--- config.mk ---
export PLATFORM = sky130hd
export DESIGN_NAME = core_sleep_ctrl
export DESIGN_NICKNAME = d
export VERILOG_FILES = /design/src/rtl/core_sleep_pkg.sv /design/src/rtl/core_sleep_otx_cnt.sv /design/src/rtl/core_sleep_ctrl.sv
export SDC_FILE = /design/constraint.sdc
export NUM_CORES = 1
export LEC_CHECK = 0
export BUFFER_PORTS_ARGS = -buffer_cell sky130_fd_sc_hd__buf_2
export CAP_MARGIN = 15
export CORE_MARGIN = 5
export CORE_UTILIZATION = 25
export DETAILED_ROUTE_END_ITERATION = 10
export RECOVER_POWER = 25
export REMOVE_ABC_BUFFERS = 1
export SYNTH_ARGS = -nofsm -noshare
export SYNTH_HDL_FRONTEND = slang
export SYNTH_SLANG_ARGS = --single-unit
--- constraint.sdc ---
create_clock -name clk_i -period 2.3 [get_ports clk_i]
set_input_delay 0.115 -clock clk_i [delete_from_list [all_inputs] [get_ports clk_i]]
set_output_delay 0.115 -clock clk_i [all_outputs]
set_load 0.01 [all_outputs]
--- src/rtl/core_sleep_pkg.sv ---
// core_sleep_pkg: shared types and defaults for the core sleep/wake controller.
//   state_e          - controller FSM states
//   DEF_*            - default parameter values
//   eff_wake_delay() - WAKE dwell length, with a request of 0 promoted to 1
package core_sleep_pkg;

  typedef enum logic [2:0] {
    ST_OFF   = 3'd0,
    ST_WAKE  = 3'd1,
    ST_RUN   = 3'd2,
    ST_DRAIN = 3'd3,
    ST_SLEEP = 3'd4
  } state_e;

  localparam int DEF_MAX_OUTSTANDING = 2;
  localparam int DEF_WAKE_DELAY      = 2;

  function automatic int eff_wake_delay(input int d);
    return (d < 1) ? 1 : d;
  endfunction

endpackage

--- src/rtl/core_sleep_otx_cnt.sv ---
// core_sleep_otx_cnt: outstanding-transaction counter for one OBI bus.
//   clk_i, rst_ni - ungated clock, async active-low reset
//   i_req/i_gnt   - address phase handshake (accepted on req&gnt)
//   i_rvalid      - response phase
//   o_cnt_nxt     - count after the current edge (lets the top see a
//                   response that empties the bus in the same cycle)
//   o_err         - sticky over/underflow flag, cleared only by reset
module core_sleep_otx_cnt
  import core_sleep_pkg::*;
#(
  parameter int MAX_OUTSTANDING = DEF_MAX_OUTSTANDING,
  parameter int CW              = $clog2(MAX_OUTSTANDING + 1)
) (
  input  logic          clk_i,
  input  logic          rst_ni,
  input  logic          i_req,
  input  logic          i_gnt,
  input  logic          i_rvalid,
  output logic [CW-1:0] o_cnt_nxt,
  output logic          o_err
);

  localparam logic [CW-1:0] MAX_C = CW'(MAX_OUTSTANDING);

  logic [CW-1:0] r_cnt;
  logic          r_err;
  logic [CW-1:0] w_cnt_nxt;
  logic          w_inc;
  logic          w_ovf;
  logic          w_unf;

  assign w_inc = i_req & i_gnt;

  // A grant and a response together cancel out, even at the limits.
  always_comb begin
    w_cnt_nxt = r_cnt;
    w_ovf     = 1'b0;
    w_unf     = 1'b0;
    if (w_inc && !i_rvalid) begin
      if (r_cnt == MAX_C) w_ovf     = 1'b1;
      else                w_cnt_nxt = r_cnt + 1'b1;
    end else if (!w_inc && i_rvalid) begin
      if (r_cnt == '0) w_unf     = 1'b1;
      else             w_cnt_nxt = r_cnt - 1'b1;
    end
  end

  always_ff @(posedge clk_i or negedge rst_ni) begin
    if (!rst_ni) begin
      r_cnt <= '0;
      r_err <= 1'b0;
    end else begin
      r_cnt <= w_cnt_nxt;
      r_err <= r_err | w_ovf | w_unf;
    end
  end

  assign o_cnt_nxt = w_cnt_nxt;
  assign o_err     = r_err;

endmodule

--- src/rtl/core_sleep_ctrl.sv ---
// core_sleep_ctrl: sleep/wake controller driving the core clock gate enable.
// Runs on the ungated clock.
//   clk_i, rst_ni            - ungated clock, async active-low reset
//   fetch_enable_i           - external fetch enable (effectively sticky)
//   wfi_i                    - core has retired WFI, requests sleep
//   irq_pending_i            - enabled interrupt pending (wake source)
//   debug_req_i              - debug request (wake source)
//   instr_req/gnt/rvalid_i   - instruction bus handshake
//   data_req/gnt/rvalid_i    - data bus handshake
//   clock_en_o               - registered enable to the clock gate
//   core_sleep_o             - core clock stopped
//   fetch_enable_o           - fetch enable to core
//   wake_o                   - one-cycle pulse on SLEEP->WAKE
//   err_o                    - sticky bus counter over/underflow
module core_sleep_ctrl
  import core_sleep_pkg::*;
#(
  parameter int MAX_OUTSTANDING = DEF_MAX_OUTSTANDING,
  parameter int WAKE_DELAY      = DEF_WAKE_DELAY
) (
  input  logic clk_i,
  input  logic rst_ni,
  input  logic fetch_enable_i,
  input  logic wfi_i,
  input  logic irq_pending_i,
  input  logic debug_req_i,
  input  logic instr_req_i,
  input  logic instr_gnt_i,
  input  logic instr_rvalid_i,
  input  logic data_req_i,
  input  logic data_gnt_i,
  input  logic data_rvalid_i,
  output logic clock_en_o,
  output logic core_sleep_o,
  output logic fetch_enable_o,
  output logic wake_o,
  output logic err_o
);

  localparam int CW  = $clog2(MAX_OUTSTANDING + 1);
  localparam int DLY = eff_wake_delay(WAKE_DELAY);
  localparam int DW  = $clog2(DLY + 1);
  localparam logic [DW-1:0] DLY_C = DW'(DLY);
  localparam logic [DW-1:0] ONE_C = DW'(1);

  state_e        r_state;
  state_e        w_state_nxt;
  logic [DW-1:0] r_dly;
  logic          r_clk_en;
  logic          r_sleep;
  logic          r_fetch_en;
  logic          r_wake;

  logic [CW-1:0] w_icnt_nxt;
  logic [CW-1:0] w_dcnt_nxt;
  logic          w_ierr;
  logic          w_derr;
  logic          w_wake_evt;
  logic          w_quiet;
  logic          w_clk_en;
  logic          w_sleep;
  logic          w_fetch_en;
  logic          w_wake;

  core_sleep_otx_cnt #(.MAX_OUTSTANDING(MAX_OUTSTANDING)) u_instr_cnt (
    .clk_i     (clk_i),
    .rst_ni    (rst_ni),
    .i_req     (instr_req_i),
    .i_gnt     (instr_gnt_i),
    .i_rvalid  (instr_rvalid_i),
    .o_cnt_nxt (w_icnt_nxt),
    .o_err     (w_ierr)
  );

  core_sleep_otx_cnt #(.MAX_OUTSTANDING(MAX_OUTSTANDING)) u_data_cnt (
    .clk_i     (clk_i),
    .rst_ni    (rst_ni),
    .i_req     (data_req_i),
    .i_gnt     (data_gnt_i),
    .i_rvalid  (data_rvalid_i),
    .o_cnt_nxt (w_dcnt_nxt),
    .o_err     (w_derr)
  );

  assign w_wake_evt = irq_pending_i | debug_req_i;
  // Post-edge counts: a final response arriving this cycle already counts
  // as drained, so the gate closes on the same edge that retires it.
  assign w_quiet    = (w_icnt_nxt == '0) && (w_dcnt_nxt == '0) &&
                      !instr_req_i && !data_req_i;

  // State register, wake delay counter and registered output decode.
  always_ff @(posedge clk_i or negedge rst_ni) begin
    if (!rst_ni) begin
      r_state    <= ST_OFF;
      r_dly      <= '0;
      r_clk_en   <= 1'b0;
      r_sleep    <= 1'b1;
      r_fetch_en <= 1'b0;
      r_wake     <= 1'b0;
    end else begin
      r_state    <= w_state_nxt;
      r_clk_en   <= w_clk_en;
      r_sleep    <= w_sleep;
      r_fetch_en <= w_fetch_en;
      r_wake     <= w_wake;
      if (r_state != ST_WAKE && w_state_nxt == ST_WAKE) r_dly <= DLY_C;
      else if (r_state == ST_WAKE && r_dly != ONE_C)    r_dly <= r_dly - 1'b1;
    end
  end

  // OFF is only re-entered through reset, so leaving it on fetch_enable_i
  // makes the enable sticky without a separate capture flop.
  always_comb begin
    w_state_nxt = r_state;
    case (r_state)
      ST_OFF:   if (fetch_enable_i) w_state_nxt = ST_WAKE;
      ST_WAKE:  if (r_dly == ONE_C) w_state_nxt = ST_RUN;
      ST_RUN:   if (wfi_i && !w_wake_evt) w_state_nxt = ST_DRAIN;
      ST_DRAIN: begin
        if (w_wake_evt)   w_state_nxt = ST_RUN;
        else if (w_quiet) w_state_nxt = ST_SLEEP;
      end
      ST_SLEEP: if (w_wake_evt) w_state_nxt = ST_WAKE;
      default:  w_state_nxt = ST_OFF;
    endcase
  end

  always_comb begin
    w_clk_en   = 1'b0;
    w_sleep    = 1'b1;
    w_fetch_en = 1'b0;
    case (w_state_nxt)
      ST_WAKE, ST_DRAIN: begin
        w_clk_en = 1'b1;
        w_sleep  = 1'b0;
      end
      ST_RUN: begin
        w_clk_en   = 1'b1;
        w_sleep    = 1'b0;
        w_fetch_en = 1'b1;
      end
      default: ;
    endcase
    w_wake = (r_state == ST_SLEEP) && (w_state_nxt == ST_WAKE);
  end

  assign clock_en_o     = r_clk_en;
  assign core_sleep_o   = r_sleep;
  assign fetch_enable_o = r_fetch_en;
  assign wake_o         = r_wake;
  assign err_o          = w_ierr | w_derr;

endmodule

==> results_dict.tcl, run 1 <==
set metrics [dict create \
    start_util_pct 26.3 \
    synth_area_sq_um 978 \
    setup_violations 0 \
    grt_pass1_wl_microns 2970 \
    coreArea_sq_um 3720 \
    p_per_area_nw_per_um2 793 \
    p_int_uw 595 \
    use_met2_pct 11.9 \
    synthCells 91 \
    nNetsFinal 130 \
    worstSetupEndpoint "r_state[0]" \
    ant_nets 0 \
    htreeDepth 1 \
    cts_resized 0 \
    final_cell_mix "15 x buf_2, 14 x dfrtp_1, 9 x ha_1" \
    synth-seq-cells 15 \
    cp_max_fo 5 \
    power_uw 905 \
    routedWlPerCell_microns 11.1 \
    status "complete, no violations" \
    grt_pass1_vias 678 \
    cts_buffers 3 \
    p_sw_share_pct 34.3 \
    skew_ns 0.00253 \
    endpoint_kind "flip-flop" \
    fin_tns_setup_ns 0 \
    slowest_stage "dfrtp_1" \
    ys_seq_area_share_pct 38.5 \
    clockPowerShare_pct 23.5 \
    yosysUniqueCellTypes 37 \
    rsz0062_at_grt "no" \
    area_growth_pct 16.6 \
    cts_tree "yes" \
    grt_max_degree 16 \
    synth_area_per_cell_sq_um 10.8 \
    drv_cap 0 \
    dp_slack_ns 0.445 \
    die_y_microns 72.6 \
    rr_endpoint "r_state[0]" \
    start_kind "flip-flop" \
    ys_warn_count 0 \
    leakage_uw 0.000494 \
    finalHoldViolations 0 \
    power_frac_comb_pct 32.8 \
    r2r_cells 7 \
    vias 687 \
    ys.flop_type "dfrtp_1" \
    drive_gt1_share_pct 28.7 \
    vias_per_cell 4.40 \
    firstDrtPassIters 3 \
    switching_power_uw 310 \
    place_congestion 0.702 \
    top_usage_layer "met2" \
    layout.cells.most_common "buf_2" \
    crit_chain "inv_1, ha_1, nor2b_1, a211oi_1, a21oi_1, nor4_4, o21ai_0" \
    async_flop_share_pct 100 \
    place_area_sq_um 1090 \
    worst_slack_ns 0.465 \
    fin_crit_sh_pct 79.8 \
    globalRouteMet3Util_pct 3.05 \
    clock_latency_ns 0.25 \
    hpwl_microns 1340 \
    path_class "flip-flop to flip-flop" \
    slowest_delay_ns 0.41 \
    drt-initial-drc-count 33 \
    antenna_cells 0 \
    hold_path.class "primary input to flip-flop" \
    antenna_found_initial 0 \
    vdd_ir_drop_max_mv 0.432 \
    pwr-share-seq_pct 43.7 \
    synth_edf_count 0 \
    clk_path_buf_depth 2 \
    finish.utilization_pct 30.7 \
    dieArea_sq_um 5260 \
    path_buf_inv 1 \
    drc 0 \
    totalWireLength_microns 1730 \
    regToRegStartpoint "u_instr_cnt.r_cnt[1]" \
    cp.required_ns 2.41 \
    grt_use_total_pct 7.18 \
    fmax_mhz 545 \
    io_pins 17 \
    dieWidth_microns 72.6 \
    grt.overflow.total 0 \
    cts_root_buffer "clkbuf_8" \
    fp-row-count 22 \
    r2r_setup_slack_ns 0.47 \
    cts.sinks 15 \
    worst_pin_slew_ns 0.832 \
    relSlewSlack_pct 44.5 \
    met1_usage_pct 8.49 \
    cp.arrival_ns 1.95 \
    drv_slew 0 \
    hold_buffers 1 \
    cp_num_cells 7 \
    post_cts_buffers 0 \
    path_delay_family "simple AND/OR/NAND/NOR gates" \
    port_buffers 16 \
    min_period_ns 1.83 \
    cp-startpoint "u_instr_cnt.r_cnt[1]" \
    path_clk_slew_ns 0.06 \
    fin_area_sq_um 1140 \
]
synthesized netlist by cell type, types with 3 or more instances:
| master | instances | area, sq um |
|---|---|---|
| nor2_1 | 7 | 26.3 |
| ha_1 | 9 | 113 |
| nor3b_1 | 3 | 22.5 |
| dfrtp_1 | 14 | 350 |
| nand2_1 | 5 | 18.8 |
| nor2b_1 | 4 | 25.0 |
| mux2i_1 | 3 | 30.0 |
| a211oi_1 | 3 | 22.5 |
| a21oi_1 | 6 | 30.0 |
| inv_1 | 6 | 22.5 |
how the worst min path moves through the flow:
stage / end / cells past startpoint / startpoint
after floorplan: clock_en_o / 0 / rst_ni
after global placement: wake_o / 1 / rst_ni
after global routing: wake_o / 3 / irq_pending_i
final: wake_o / 3 / irq_pending_i
after detailed placement: wake_o / 1 / rst_ni
after CTS: wake_o / 3 / irq_pending_i
kinds of logic after synthesis:
kind of cell,Yosys count,synth area share (%)
muxes,3,3.07
adders and majority gates,9,11.5
buffers and inverters,11,5.88
xor gates and xnor gates,2,1.79
and+or+nand+nor,31,21.2
DFF,15,38.5
AOI/OAI and AO/OA,20,18.0
per-layer routing:
metal | up-vias | wire length (microns) | part of all wire (%)
met5 | - | 0 | 0
li1 | 356 | - | -
met3 | 2 | 100 | 5.8
met1 | 315 | 776 | 45
met2 | 14 | 845 | 49
met4 | 0 | 10 | 0.58
power groups by stage:
stage	Clock (uW)	Sequential, uW	Combinational (uW)
6_report	213	396	297
2_1_floorplan	0	404	205
3_5_place_dp	0	400	302
4_1_cts	224	397	304
3_3_place_gp	0	399	288
5_1_grt	237	407	336
worst min-delay path, cell delays in order:
cell,delay [ns]
buf_2,0.08
nor2_2,0.07
nor2_1,0.11
state kept, by name (all words and copies together), names as in the netlist:
| signal | flops |
|---|---|
| r_state | 3 |
| r_dly | 2 |
| u_data_cnt.r_cnt | 2 |
| u_instr_cnt.r_cnt | 2 |
| clock_en_o | 1 |
| core_sleep_o | 1 |
| fetch_enable_o | 1 |
| u_data_cnt.o_err | 1 |
| u_instr_cnt.o_err | 1 |
| wake_o | 1 |
area by class of cell:
cell class / count / area (sq um)
Timing Repair Buffer: 17 / 88.8
Inverter: 7 / 26.3
Fill cell: 395 / 2570
Tap cell: 48 / 60.1
Multi-Input combinational cell: 65 / 544
Clock buffer: 4 / 45.0
Sequential cell: 15 / 377
through the flow:
step | hold slack (ns) | cells
floorplan | -0.181 | 87
global placement | 0.0419 | 151
detailed placement | 0.0457 | 151
CTS | 0.176 | 156
global route | 0.192 | 156
finish | 0.177 | 156
Note: power is estimated with default switching activity, not from simulation.
==> run 2, diff against run 1 <==
ABC_AREA = 1   (was unset)
clock period = 1.9 ns   (was 2.3 ns; I/O delays follow)
==> results_dict.tcl, run 2 <==
set metrics [dict create \
    status "complete, no violations" \
    ys_top_cells_by_area "dfrtp_1 37%, ha_1 12%, nand2_1 7.2%, inv_1 6.0%, nand3_2 4.3%" \
    leakage_uw 0.000601 \
    fin_tns_setup_ns 0 \
    drc 0 \
    grt_max_degree 16 \
    dieWidth_microns 71.4 \
    post_cts_buffers 0 \
    fmax_mhz 664 \
    hold_path.class "primary input to flip-flop" \
    cp.arrival_ns 1.63 \
    path_clk_slew_ns 0.06 \
    vias 737 \
    grt.overflow.total 0 \
    synth-seq-cells 15 \
    place_congestion 0.712 \
    maxUsedRoutingLayer "met4" \
    synth_area_per_cell_sq_um 8.40 \
    synth.most_common_cell "nand2_1" \
    synth_top_area_share_pct 37.2 \
    die_y_microns 71.4 \
    fp-row-count 22 \
    skew_ns 0.00371 \
    drive_gt1_share_pct 33.8 \
    synth_area_sq_um 941 \
    clock_latency_ns 0.25 \
    routedWlPerCell_microns 9.14 \
    ys_seq_area_share_pct 40.0 \
    ys.flop_type "dfrtp_1" \
    async_flop_share_pct 100 \
    path_class "flip-flop to flip-flop" \
    fin_crit_sh_pct 79.3 \
    top_register "r_state" \
    drv_cap 0 \
    cts_buffers 3 \
    met2WireLength_microns 844 \
    synth_edf_count 0 \
    start_util_pct 25.7 \
    totalWireLength_microns 1650 \
    synth_common_cells "18 x nand2_1, 15 x inv_1, 14 x dfrtp_1, 10 x inv_2, 9 x ha_1" \
    drv_slew 0 \
    largest_reg_flops 3 \
    ys_warn_count 0 \
    antenna_found_initial 0 \
    min_period_ns 1.51 \
    worst_pin_slew_ns 0.823 \
    vdd_ir_drop_max_mv 0.313 \
    setup_violations 0 \
    dieArea_sq_um 5090 \
    area_growth_pct 20.6 \
    met3_length_microns 89 \
    htreeDepth 1 \
    antenna_cells 0 \
    coreArea_sq_um 3660 \
    drt-initial-drc-count 23 \
    synthCells 112 \
    nNetsFinal 155 \
    grt_use_total_pct 7.18 \
    ant_nets 0 \
    cts.sinks 15 \
    r2r_setup_slack_ns 0.39 \
    port_buffers 16 \
    grt_pass1_wl_microns 2870 \
    hpwl_microns 1410 \
    final_cell_mix "18 x nand2_1, 15 x inv_1, 15 x buf_2" \
    yosysUniqueCellTypes 23 \
    hold_buffers 1 \
    wl_met1_microns 678 \
    start_kind "flip-flop" \
    firstDrtPassIters 4 \
    layout.cells.most_common "nand2_1" \
    io_pins 17 \
    clk_path_buf_depth 2 \
    vias_per_cell 4.07 \
    cp.required_ns 2.02 \
    grt_pass1_vias 721 \
    cts_resized 0 \
    rsz0062_at_grt "no" \
    cp_max_fo 4 \
    finish.utilization_pct 31.0 \
    endpoint_kind "flip-flop" \
    finalHoldViolations 0 \
    fillerInstances 403 \
    cts_tree "yes" \
    synth_top_area_cell "dfrtp_1" \
    relSlewSlack_pct 45.2 \
    cts_root_buffer "clkbuf_8" \
    p_per_area_nw_per_um2 1080 \
]
run 2: metal layers:
layer	global-route usage, %	up-vias
met5	0	-
met4	4.38	0
met2	12.3	9
li1	-	393
met1	7.54	330
met3	2.38	5
run 2: worst paths after layout:
path,from,end,cells after the start
max,u_instr_cnt.r_cnt[0],clock_en_o,10
min,instr_rvalid_i,u_instr_cnt.o_err,4
max reg2reg,u_instr_cnt.r_cnt[0],clock_en_o,10
min reg2reg,u_instr_cnt.o_err,u_instr_cnt.o_err,2
max in group asynchronous,rst_ni,u_data_cnt.r_cnt[1],2
min in group asynchronous,rst_ni,r_state[1],2
run 2: power by group:
group | internal, uW | switching (uW) | total (uW)
combinational | 193 | 314 | 507
sequential | 421 | 50.6 | 471
clock | 148 | 104 | 253
run 2: kinds of logic (layout without fill, tap and decap cells):
family | Yosys count | after routing | share of synthesized area, %
and+or+nand+nor | 53 | 53 | 31.9
adders and majority gates | 9 | 9 | 12.0
DFF | 15 | 15 | 40.0
AOI/OAI and AO/OA | 10 | 10 | 6.12
buffers and inverters | 25 | 46 | 9.97
run 2: cell type report:
cell class / count / area [sq um] / share of cell area, %
Multi-Input combinational cell: 72 / 470 / 41.5
Sequential cell: 15 / 377 / 33.2
Inverter: 25 / 93.8 / 8.27
Timing Repair Buffer: 17 / 88.8 / 7.83
Tap cell: 48 / 60.1 / 5.29
Clock buffer: 4 / 45.0 / 3.97
run 2: critical path, cell delays in order (launching register included):
cell	delay, ns
dfrtp_1	0.38
inv_1	0.09
ha_1	0.29
inv_1	0.05
o21ai_1	0.07
nor2_2	0.13
nand3_1	0.12
nand2_1	0.09
nand2_2	0.07
inv_1	0.05
nand3_1	0.05
run 2: stage by stage:
stage          std cells  power [uW]  setup WS (ns)  cell area (sq um)  hold slack [ns]
6_report             181        1230          0.394               1130            0.172
5_1_grt              181        1360          0.274               1130            0.202
4_1_cts              181        1260          0.368               1140            0.177
3_5_place_dp         176         998          0.385               1080           0.0263
3_3_place_gp         176         989          0.404               1080           0.0242
2_1_floorplan        112         866          0.514                941           -0.201
